[src/rtl/tt_um_top_layer.sv]
// Byte-serial sample bus feeding NUM_UNITS spike detectors.
// The selected unit's event code and spike flag appear on uo_out.
module tt_um_top_layer #(
   parameter int NUM_UNITS    = 2,
   parameter int DATA_WIDTH   = 16,
   parameter int AMP_THRESH   = 1000,
   parameter int SLOPE_THRESH = 800,
   parameter int REFRACTORY   = 4
) (
   input  logic       clk,
   input  logic       rst_n,
   input  logic       ena,
   input  logic [7:0] ui_in,
   input  logic [7:0] uio_in,
   output logic [7:0] uo_out,
   output logic [7:0] uio_out,
   output logic [7:0] uio_oe
);

   localparam int CW = $clog2(REFRACTORY + 1);
   localparam logic signed [16:0] AMP_P = 17'(AMP_THRESH);
   localparam logic signed [16:0] AMP_N = 17'(-AMP_THRESH);
   localparam logic [16:0] SLOPE = 17'(SLOPE_THRESH);

   typedef enum logic {PH_MSB, PH_LSB} phase_t;

   phase_t ph_q, ph_d;
   logic [7:0] hi_q;
   logic strb_q;
   logic [1:0] sel_q;
   logic [DATA_WIDTH-1:0] x_q;
   logic byte_valid;
   logic [2:0] res [4];
   logic [2:0] uo_q;
   logic unused;

   assign byte_valid = ui_in[2];
   assign unused = &{1'b0, ena, ui_in[7:3]};

   always_comb begin
      ph_d = ph_q;
      if (byte_valid) begin
         ph_d = (ph_q == PH_MSB) ? PH_LSB : PH_MSB;
      end
   end

   always_ff @(posedge clk or negedge rst_n) begin
      if (!rst_n) begin
         ph_q   <= PH_MSB;
         hi_q   <= '0;
         strb_q <= 1'b0;
         sel_q  <= '0;
         x_q    <= '0;
      end else begin
         ph_q   <= ph_d;
         strb_q <= byte_valid && (ph_q == PH_LSB);
         if (byte_valid && ph_q == PH_MSB) begin
            hi_q <= uio_in;
         end
         if (byte_valid && ph_q == PH_LSB) begin
            x_q   <= {hi_q, uio_in};
            sel_q <= ui_in[1:0];
         end
      end
   end

   for (genvar i = 0; i < 4; i++) begin : g_u
      if (i < NUM_UNITS) begin : g_on
         logic [CW-1:0] cnt_q;
         logic [DATA_WIDTH-1:0] prev_q;
         logic [1:0] evt_q, evt_d;
         logic spk_q;
         logic signed [16:0] xs, ps, diff;
         logic [16:0] mag;

         // 17-bit difference cannot overflow for 16-bit operands
         always_comb begin
            xs    = {x_q[15], x_q};
            ps    = {prev_q[15], prev_q};
            diff  = xs - ps;
            mag   = diff[16] ? 17'(-diff) : 17'(diff);
            evt_d = 2'b00;
            if (xs >= AMP_P) begin
               evt_d = 2'b01;
            end else if (xs <= AMP_N) begin
               evt_d = 2'b10;
            end else if (mag >= SLOPE) begin
               evt_d = 2'b11;
            end
         end

         always_ff @(posedge clk or negedge rst_n) begin
            if (!rst_n) begin
               cnt_q  <= '0;
               prev_q <= '0;
               evt_q  <= 2'b00;
               spk_q  <= 1'b0;
            end else if (strb_q && sel_q == 2'(i)) begin
               prev_q <= x_q;
               if (cnt_q != '0) begin
                  cnt_q <= cnt_q - CW'(1);
                  evt_q <= 2'b00;
                  spk_q <= 1'b0;
               end else begin
                  evt_q <= evt_d;
                  spk_q <= (evt_d != 2'b00);
                  if (evt_d != 2'b00) begin
                     cnt_q <= CW'(REFRACTORY);
                  end
               end
            end
         end

         assign res[i] = {evt_q, spk_q};
      end else begin : g_off
         assign res[i] = 3'b000;
      end
   end

   always_ff @(posedge clk or negedge rst_n) begin
      if (!rst_n) begin
         uo_q <= 3'b000;
      end else begin
         uo_q <= res[ui_in[1:0]];
      end
   end

   assign uo_out  = {5'b00000, uo_q};
   assign uio_out = 8'h00;
   assign uio_oe  = 8'h00;

endmodule

[config.mk]
export PLATFORM = sky130hd
export DESIGN_NAME = tt_um_top_layer
export DESIGN_NICKNAME = d
export VERILOG_FILES = /design/src/rtl/tt_um_top_layer.sv
export SDC_FILE = /design/constraint.sdc
export NUM_CORES = 1
export LEC_CHECK = 0
export BUFFER_PORTS_ARGS = -buffer_cell sky130_fd_sc_hd__buf_2
export CAP_MARGIN = 20
export CORE_AREA = 8 8 122 124
export CTS_CLUSTER_SIZE = 30
export DETAILED_ROUTE_END_ITERATION = 10
export DIE_AREA = 0 0 130 132
export SKIP_CTS_REPAIR_TIMING = 1
export SLEW_MARGIN = 0
export SYNTH_ARGS = -nofsm -noshare
export SYNTH_HDL_FRONTEND = slang
export SYNTH_SLANG_ARGS = --single-unit
[constraint.sdc]
create_clock -name clk -period 4.85 [get_ports clk]
set_clock_uncertainty 0.05 [all_clocks]
set_input_delay 0 -clock clk [delete_from_list [all_inputs] [get_ports clk]]
set_output_delay 0 -clock clk [all_outputs]
set_load 0.005 [all_outputs]
==> impl_metrics.ini <==
[worst_setup_path]
crit_slowest_cell = a22oi_1
required_ns = 5.02
cp.arrival_ns = 4.67
crit_type = reg2reg
end_kind = register
critPathTopFamily = compound AO/OA/AOI/OAI gates
max_stage_delay_ns = 0.49
path_max_fanout = 7
crit_path_start_kind = register
cp_cell_sequence = inv_1 > ha_1 > fa_1 > nand2b_1 > a21o_1 > a211oi_1 > nand2_1 > a22oi_1 > nor3_1 > o41ai_1 > o221ai_1 > a311oi_2 > a311oi_1 > mux2_2
path_buf_inv = 1

[flow_run]
maxCapViolCount = 0

[timing]
finalHoldViolations = 0
slew_headroom_pct = 36.2
maxSlewViolCount = 0
rsz0062_at_grt = no
final-setup-viol-count = 0
max_freq_mhz = 222
min_period_ns = 4.50
fin_tns_setup_ns = 0
tightest_slew_ns = 0.957
period_share_pct = 92.7

[final_layout]
layout-drive-gt1-share_pct = 15.6
area_growth_pct = 11.7
fillCellCount = 1253
fin_area_sq_mm = 0.00635
antennaDiodeCount = 0
fin_nets = 720

[cts]
cts_tree = yes
cts.sinks = 75
cts.path.max_buffers = 2
insertion_delay_ns = 0.34
cts_buffers = 9
htreeDepth = 3
path_clk_slew_ns = 0.06
cts-root-buf = clkbuf_16

[synth]
syn_area_sq_mm = 0.00568
synthXorXnorAreaFrac_pct = 2.00
synth_fa_ha_area_share_pct = 8.63
ys_warn_count = 0
ys_types = 71
yosys_register_bits = 75
synth_top_family_by_area = compound AO/OA/AOI/OAI gates
async_flop_share_pct = 100
synth_ff_type = dfrtp_1
synth-simple-area-share_pct = 18.2
synth-compound-area-share_pct = 21.5
avgSynthCellArea_sq_um = 9.02
synth_edf_count = 0
synthCells = 630
ys_seq_area_share_pct = 33.0
synthMuxAreaShare_pct = 9.69

[floorplanning]
core_sq_mm = 0.0130
dieArea_sq_mm = 0.0172
initial_utilization_pct = 43.8
die_w_um = 130
row_count = 42
die_y_um = 132
io_pins = 43

[worst_hold_path]
hold_path_class = in2async

[detailed_routing]
drc = 0
wl_per_cell_um = 15.4
drt-pass1-iter-count = 4
ant_nets = 0
vias = 4719
avgViaCountPerCell = 5.60
finalWirelength_mm = 13.0
dr.first_iter.drc_count = 336

[grt]
antenna_found_initial = 0
grt_overflow = 0
grt_pass1_vias = 4526
grt_pass1_wl_mm = 22.1
grt_start_max_net_pins = 76
grt_usage_pct = 15.6

[place]
placed_area_sq_mm = 0.00591
dp_hpwl_mm = 9.89
port_buffers = 15
gp_congestion = 0.798

[run_status]
outcome = finished clean
==> cell type report <==
type	instances	area, sq um	share of cell area (%)
Tap cell	176	220	3.47
Sequential cell	75	1880	29.6
Inverter	47	176	2.78
Clock buffer	9	225	3.55
Multi-Input combinational cell	492	3490	55.0
Timing Repair Buffer	38	290	4.57
Clock inverter	6	66.3	1.04
==> worst paths after layout <==
path                                 startpoint                    end  slack, ns  depth (start not counted)
max in group asynchronous                 rst_n  g_u[1].g_on.prev_q[5]       3.82                          2
setup reg to reg                         x_q[0]   g_u[0].g_on.cnt_q[1]       0.35                         14
hold reg to reg            g_u[0].g_on.evt_q[0]   g_u[0].g_on.evt_q[0]       0.44                          1
hold / removal                            rst_n   g_u[1].g_on.cnt_q[0]       0.30                          2
setup / recovery                         x_q[0]   g_u[0].g_on.cnt_q[1]       0.35                         14
min in group clk                       ui_in[1]                uo_q[0]       0.36                          3
==> logic make-up after synthesis <==
logic type | count (synthesis)
buffers and inverters | 83
other | 1
DFF | 75
xor gates and xnor gates | 13
muxes | 49
adders and majority gates | 38
and+or+nand+nor | 196
AOI/OAI and AO/OA | 175
==> per-layer routing <==
layer  global-route usage, %  up-vias  share of wire, %
met4                    3.49        0              0.82
met1                    21.1     2289                48
met2                    25.0       86                47
li1                        -     2333                 -
met5                       0        -                 0
met3                    3.11       11               4.4
==> state kept, by name, indices dropped and copies added, names as in the netlist <==
| register | flops |
|---|---|
| g_u.g_on.prev_q | 32 |
| sel_q | 2 |
| hi_q | 8 |
| g_u.g_on.evt_q | 4 |
| x_q | 16 |
| g_u.g_on.spk_q | 2 |
| strb_q | 1 |
| g_u.g_on.cnt_q | 6 |
| ph_q | 1 |
| uo_q | 3 |
==> synthesized netlist by cell type (6+ instances only) <==
library cell   n  share of area [%]
nor2_1        40                2.6
nand2_1       43                2.8
dfrtp_1       75                 33
xor2_1         6               0.92
nor4_1         6               0.66
and3_1         8               0.88
mux2i_1        7                1.2
nor3_1        20                1.8
nand2b_1       6               0.66
a21oi_1       30                2.6
buf_4         21                2.8
mux2_2        40                7.9
nor2b_1        7               0.77
or3_1         11                1.2
o2111ai_1      6               0.92
ha_1          36                7.9
a21o_1        13                1.7
nand3_1       16                1.4
xnor2_1        7                1.1
clkbuf_1      13               0.86
a31oi_1        6               0.66
o21a_1        11                1.5
inv_1         47                3.1
o21ai_0       47                4.1
nand4_1        8               0.88
o211ai_1      10                1.3
==> cell usage in the layout (no fill, tap or decap), drive strengths merged, types with 6 or more instances in the layout <==
master and n:
buf 25, xnor2 7, nand3 16, clkbuf 9, and3 8, nor4 6, a21oi 31, ha 36
o2111ai 6, conb 21, mux2i 7, o211ai 10, xor2 6, nor2 40, a21o 13, inv 48
mux2 42, nand4 8, nand2 43, nor3 21, nand2b 7, o21ai 47, o21a 11, nor2b 7
a31oi 6, or3 12, dlygate4sd3 13, dfrtp 75
==> through the flow <==
stage	hold WS (ns)	util (%)	std cells	worst slack (ns)
floorplan	-0.346	-	650	1.10
global placement	0.130	45.5	814	0.538
detailed placement	0.146	45.5	814	0.443
CTS	-0.212	47.8	829	0.422
global route	0.376	48.9	843	0.0863
finish	0.298	48.9	843	0.354
Power is left out: the tool's default activity adds up to more than one toggle a clock period on the data nets, which glitch-free logic cannot reach.
